$ cat config.mk
export PLATFORM = sky130hd
export DESIGN_NAME = uart_boot_loader_ctrl
export DESIGN_NICKNAME = d
export VERILOG_FILES = /design/src/rtl/uart_boot_loader_ctrl.sv
export SDC_FILE = /design/constraint.sdc
export NUM_CORES = 1
export LEC_CHECK = 0
export CAP_MARGIN = 20
export CORE_MARGIN = 2
export CORE_UTILIZATION = 25
export CTS_CLUSTER_DIAMETER = 100
export DETAILED_ROUTE_END_ITERATION = 8
export GPL_TIMING_DRIVEN = 1
export PLACE_DENSITY = 0.5
export SYNTH_ARGS = -nofsm -noshare
export SYNTH_HDL_FRONTEND = slang
export SYNTH_SLANG_ARGS = --single-unit
export TNS_END_PERCENT = 30
$ cat constraint.sdc
create_clock -name clk -period 2.2 [get_ports clk]
set_input_delay 0.22 -clock clk [delete_from_list [all_inputs] [get_ports clk]]
set_output_delay 0.22 -clock clk [all_outputs]
set_load 0.02 [all_outputs]
$ cat src/rtl/uart_boot_loader_ctrl.sv
// Packs UART bytes LSB-first into 32-bit words and writes them to instruction memory, holding the CPU in reset until the last word is written.
// Write pulse lands one cycle after the 4th byte; no backpressure, so a byte is taken every cycle rx_valid is high.
module uart_boot_loader_ctrl #(
  parameter int NUM_WORDS      = 64,
  parameter int ADDR_WIDTH     = 8,
  parameter int TIMEOUT_CYCLES = 100000
) (
  input  logic                  clk,
  input  logic                  rst,
  input  logic                  rx_valid,
  input  logic [7:0]            rx_data,
  output logic                  mem_we,
  output logic [ADDR_WIDTH-1:0] mem_addr,
  output logic [31:0]           mem_wdata,
  output logic                  cpu_rst,
  output logic                  load_done,
  output logic                  timeout_err
);

  localparam int WCW = $clog2(NUM_WORDS + 1);
  localparam int IDW = $clog2(TIMEOUT_CYCLES);

  typedef enum logic {S_LOAD, S_RUN} state_t;

  state_t                r_state, w_state_nxt;
  logic [23:0]           r_shift;
  logic [1:0]            r_byte_cnt;
  logic [WCW-1:0]        r_word_cnt;
  logic [ADDR_WIDTH-1:0] r_addr_cnt;
  logic [IDW-1:0]        r_idle_cnt;
  logic                  r_mem_we;
  logic [ADDR_WIDTH-1:0] r_mem_addr;
  logic [31:0]           r_mem_wdata;
  logic                  r_timeout_err;
  logic                  w_accept;
  logic                  w_word_done;
  logic                  w_timeout;
  logic                  w_last_word;

  always_ff @(posedge clk) begin
    if (rst) r_state <= S_LOAD;
    else     r_state <= w_state_nxt;
  end

  always_comb begin
    w_state_nxt = r_state;
    w_accept    = 1'b0;
    w_word_done = 1'b0;
    w_timeout   = 1'b0;
    w_last_word = (r_word_cnt == WCW'(NUM_WORDS - 1));
    if (r_state == S_LOAD) begin
      w_accept    = rx_valid;
      w_word_done = rx_valid && (r_byte_cnt == 2'd3);
      // An arriving byte always wins over an expiring idle counter.
      w_timeout   = !rx_valid && (r_byte_cnt != 2'd0) &&
                    (r_idle_cnt == IDW'(TIMEOUT_CYCLES - 1));
      if (w_word_done && w_last_word) w_state_nxt = S_RUN;
    end
  end

  always_ff @(posedge clk) begin
    if (rst) begin
      r_shift       <= '0;
      r_byte_cnt    <= '0;
      r_word_cnt    <= '0;
      r_addr_cnt    <= '0;
      r_idle_cnt    <= '0;
      r_mem_we      <= 1'b0;
      r_mem_addr    <= '0;
      r_mem_wdata   <= '0;
      r_timeout_err <= 1'b0;
    end else begin
      r_mem_we <= w_word_done;
      if (w_accept) begin
        r_byte_cnt <= r_byte_cnt + 2'd1;
        r_idle_cnt <= '0;
        case (r_byte_cnt)
          2'd0:    r_shift[7:0]   <= rx_data;
          2'd1:    r_shift[15:8]  <= rx_data;
          2'd2:    r_shift[23:16] <= rx_data;
          default: ;
        endcase
      end else if (w_timeout) begin
        r_byte_cnt    <= '0;
        r_idle_cnt    <= '0;
        r_timeout_err <= 1'b1;
      end else if (r_state == S_LOAD && r_byte_cnt != 2'd0) begin
        r_idle_cnt <= r_idle_cnt + IDW'(1);
      end else begin
        r_idle_cnt <= '0;
      end
      // The 4th byte bypasses the shift register so the word is complete this edge.
      if (w_word_done) begin
        r_mem_addr  <= r_addr_cnt;
        r_mem_wdata <= {rx_data, r_shift};
        r_word_cnt  <= r_word_cnt + WCW'(1);
        r_addr_cnt  <= r_addr_cnt + ADDR_WIDTH'(1);
      end
    end
  end

  assign mem_we      = r_mem_we;
  assign mem_addr    = r_mem_addr;
  assign mem_wdata   = r_mem_wdata;
  assign cpu_rst     = (r_state != S_RUN);
  assign load_done   = (r_state == S_RUN);
  assign timeout_err = r_timeout_err;

endmodule

== Yosys cells after proc, flatten, opt, wreduce, memory -nomap -nowiden ==
Index checks and enable logic that the tools add are counted.
Word-level totals
  flip-flop bits (word level): 101
  input port bits: 11
  word-level logic and storage cells: 45
Cells by class
  $add $sub $neg: 4
  eq/ne operators: 5
  bitwise operators: 3
  mux-type cells: 7
  reduce and logical (&&, ||, !) cells: 14
Operator list (count)
  $add 17x1->17 const B: 1
  $eq 17x17->1 const B: 1
  $add 8x1->8 const B: 1
  $reduce_and 2->1: 4
  $add 7x1->7 const B: 1
  $eq 7x6->1 const B: 1
  $logic_and 1x1->1: 5
  $mux 1: 5
  $eq 2x2->1 const B: 2
  $mux 2: 2
  $reduce_bool 2->1: 2
  $reduce_or 4->1: 1
  $not 1->1: 3
  $add 2x1->2 const B: 1
  $eq 2x1->1 const B: 1
  $logic_not 2->1: 1
  $logic_not 1->1: 1

== Depth between registers and ports, before layout ==
  depth after elaboration: 6
  mapped depth: 9
  depth with buffers taken out: 6

== Least setup slack after synthesis ==
OpenSTA, ideal clock, no wires.
  path kind: register to register
  from: reg r_byte_cnt[0]
  to: reg r_idle_cnt[16]
  setup slack: 0.509 ns
  arrival time: 1.577 ns
  required time: 2.085 ns
  cell stages (with the launch flop): 10
  library setup time: 0.115 ns
  path buffers: 3
  path through: dfxtp_1 -> inv_1 -> ha_1 -> buf_2 -> nor4_1 -> and4bb_2 -> a21o_1 -> buf_6 -> buf_6 -> nor2_1
On the way
  longest elaborated chain between the ends: 5
  elaborated cells between the ends (all ways): 7
  those cells by class: mux (1); bitwise (1); reduce/logical (5)
Ends and longest elaborated chain
  start, declared: line 27  | logic [1:0] r_byte_cnt;
  start signal, assigned: line 75  | r_byte_cnt <= r_byte_cnt + 2'd1;
  $reduce_bool 2->1 *: line 55, 87
  $logic_and 1x1->1 (2 in series): line 55  | w_timeout = !rx_valid && (r_byte_cnt != 2'd0) &&
  $mux 1: line 51  | if (r_state == S_LOAD) begin
  $reduce_or 4->1 (no line) *
  end signal, assigned: line 88  | r_idle_cnt <= r_idle_cnt + IDW'(1);
  end, declared: line 30  | logic [IDW-1:0] r_idle_cnt;
Mark *: on every way between the ends. The rest lies on a longest branch, timed or not.
A chain may end at the register's enable or synchronous reset.

== Worst setup path after layout ==
  from: reg r_byte_cnt[0]
  to: reg r_idle_cnt[8]
Same word-level chain as after synthesis.

==> impl_metrics.tcl <==
set metrics [dict create \
    status "completed" \
    ys_warn_count 0 \
    slowest_delay_ns 0.51 \
    finalSetupTns_ns 0 \
    drt_wl_total_um 9140 \
    r2r_end "r_idle_cnt[8]$_SDFF_PP0_" \
    post_synth_instance_area_um2 3890 \
    setup_viol 0 \
    wl_met1_um 4500 \
    min_period_ns 1.86 \
    finalHoldViolCount 0 \
    clockRootBuffer "clkbuf_16" \
    reg2reg_depth 6 \
    drtIter0Drc 214 \
    synth_cell_types 33 \
    pre_cts_slack_ns 0.330 \
    maxCapViolCount 0 \
    synthCells 471 \
    netlist_top_cells_count "nand2_1 (123), dfxtp_1 (101), a21oi_1 (73)" \
    start_util_pct 25.6 \
    ys_seq_elements 101 \
    dp_hpwl_um 6360 \
    slew-limit-headroom_pct 69.3 \
    cp-end-kind "register" \
    holdWs_ns 0.299 \
    cts_made_buffers 9 \
    r2r_start "r_byte_cnt[0]$_SDFFE_PP0P_" \
    cts.clk_slew.worst_paths_ns 0.07 \
    crit_path_start_kind "register" \
    synth_top_area_share_pct 52.0 \
    ys_async_sr_fraction_pct 0 \
    final_core_util_pct 32.5 \
    path_depth 6 \
    powerDensity_nw_per_um2 763 \
    setup_ws_ns 0.337 \
    critical_path_class "register to register" \
    tightest_slew_ns 0.460 \
    fp.dieW_um 129 \
    worstPathMaxFanout 17 \
    cts_setup_buffers 0 \
    viasPerCell 4.61 \
    clk_latency_ns 0.35 \
    ys_seq_area_share_pct 52.0 \
    met2WireLength_um 4060 \
    drv_slew 0 \
    htree_levels 3 \
    syn_nets 489 \
    grt_antenna_before_repair 0 \
    die_area_um2 16600 \
    postRouteAntennaNets 0 \
    cp_slowest_cell "or4_1" \
    grt_pass1_wl_um 15200 \
    drive_gt1_share_pct 5.94 \
    cp.required_ns 2.48 \
    seq_area_um2 2020 \
    synth_flop_cell "dfxtp_1" \
    rrSetupSlack_ns 0.34 \
    gr-total-overflow 0 \
    io_pins 55 \
    grt_pass1_vias 3124 \
    gp_congestion 0.770 \
    portBuffers 54 \
    max-vdd-ir-drop_v 0.000356 \
    fillers 1613 \
    syn_to_final_growth_pct 27.3 \
    ctsResizeCount 0 \
    wl_met3_um 281 \
    holdPathEnd "mem_wdata[5]$_SDFFE_PP0P_" \
    clk_path_buf_depth 2 \
    grt_usage_pct 11.5 \
    fin_crit_sh_pct 84.7 \
    die_y_um 129 \
    critPathBufInv 2 \
    yosysMostFrequentCell "nand2_1" \
    vias 3273 \
    top_layer_used "met4" \
    synth_top_area_cell "dfxtp_1" \
    worstHoldPathType "primary input to register" \
    wl_per_cell_um 12.9 \
    min_from "rst" \
    holdPathStages 2 \
    grt_max_degree 44 \
    diodes 0 \
    cts_tree "built" \
    fp.coreArea_um2 15200 \
    ys_top_cells_by_area "dfxtp_1 (52%), nand2_1 (12%), a21oi_1 (9.4%)" \
    path_delay_family "simple AND/OR/NAND/NOR gates" \
    arrival_ns 2.14 \
    drt_drc_violations_left 0 \
    crit_chain "inv_1 -> ha_1 -> or4_1 -> a21o_1 -> buf_4 -> nor2_1" \
    rows 45 \
    hold_buffers 0 \
    fin_skew_ns 0.00851 \
    synth-edff-count 0 \
    clock_sinks 101 \
    clock.fmax_ghz 0.537 \
    avgSynthCellArea_um2 8.25 \
    final_nets 535 \
    drt-pass1-iter-count 4 \
    p_leak_uw 0.00159 \
    multi_input_area_um2 1710 \
    rsz0062_at_grt "no" \
]
==> placed cells by master (no fill, tap or decap), drive strengths merged, types with 2 or more instances in the layout <==
cell / count
nand2: 123
dfxtp: 101
a21oi: 73
clkdlybuf4s50: 53
nand3: 31
nor2: 31
xnor2: 14
inv: 10
buf: 10
nand4: 9
xor2: 9
clkbuf: 9
nor3: 7
ha: 7
o21ai: 5
or3: 5
nor4: 3
a31o: 2
and3: 2
nand4b: 2
and4: 2
clkinvlp: 2
bufinv: 2
==> cells by family after synthesis <==
| group | synth area share, % |
|---|---|
| simple gates | 25.8 |
| flops | 52.0 |
| xor+xnor | 5.18 |
| buf+inv | 4.09 |
| fa+ha+maj | 2.25 |
| compound gates | 10.7 |
==> cell type report <==
class                   count  area share (%)
repair buffers             63            12.7
clock buffers               9            4.55
inverters                   7           0.531
flip-flops and latches    101            40.9
clock inverters             7            2.10
multi-input cells         335            34.5
well taps                 188            4.75
==> metal layers <==
layer,vias to the layer above,GRT usage (%)
met3,17,1.95
li1,1662,-
met4,0,6.78
met1,1543,15.5
met5,-,0
met2,51,17.5
==> metrics by stage <==
step / cells / instance area, um2 / total power (uW)
floorplan: 471 / 3890 / 2020
global placement: 694 / 4620 / 2080
detailed placement: 694 / 4620 / 2080
CTS: 710 / 4950 / 3840
global route: 710 / 4950 / 3930
finish: 710 / 4950 / 3780
==> how the worst max path moves through the flow <==
stage | startpoint | to | slack, ns
global route | r_byte_cnt[0]$_SDFFE_PP0P_ | r_idle_cnt[12]$_SDFF_PP0_ | 0.18
finish | r_byte_cnt[0]$_SDFFE_PP0P_ | r_idle_cnt[8]$_SDFF_PP0_ | 0.34
detailed placement | rx_valid | r_idle_cnt[9]$_SDFF_PP0_ | 0.33
global placement | rx_valid | r_idle_cnt[15]$_SDFF_PP0_ | 0.38
floorplan | r_byte_cnt[0]$_SDFFE_PP0P_ | r_idle_cnt[16]$_SDFF_PP0_ | 0.51
CTS | r_byte_cnt[0]$_SDFFE_PP0P_ | r_idle_cnt[8]$_SDFF_PP0_ | 0.32
==> registers in the layout, summed over array words and instances, names as in the netlist <==
register / count
timeout_err: 1
load_done: 1
r_idle_cnt: 17
r_word_cnt: 7
r_shift: 24
mem_we: 1
mem_wdata: 32
r_byte_cnt: 2
mem_addr: 8
r_addr_cnt: 8
==> report_power, final <==
| part | leakage, uW | switching, uW | internal, uW |
|---|---|---|---|
| combinational | 0.000620 | 110 | 58.6 |
| sequential | 0.000816 | 16.2 | 1850 |
| clock | 0.000155 | 726 | 1010 |
| total | 0.00159 | 852 | 2920 |
No activity file was read; power rests on OpenSTA's default activity.
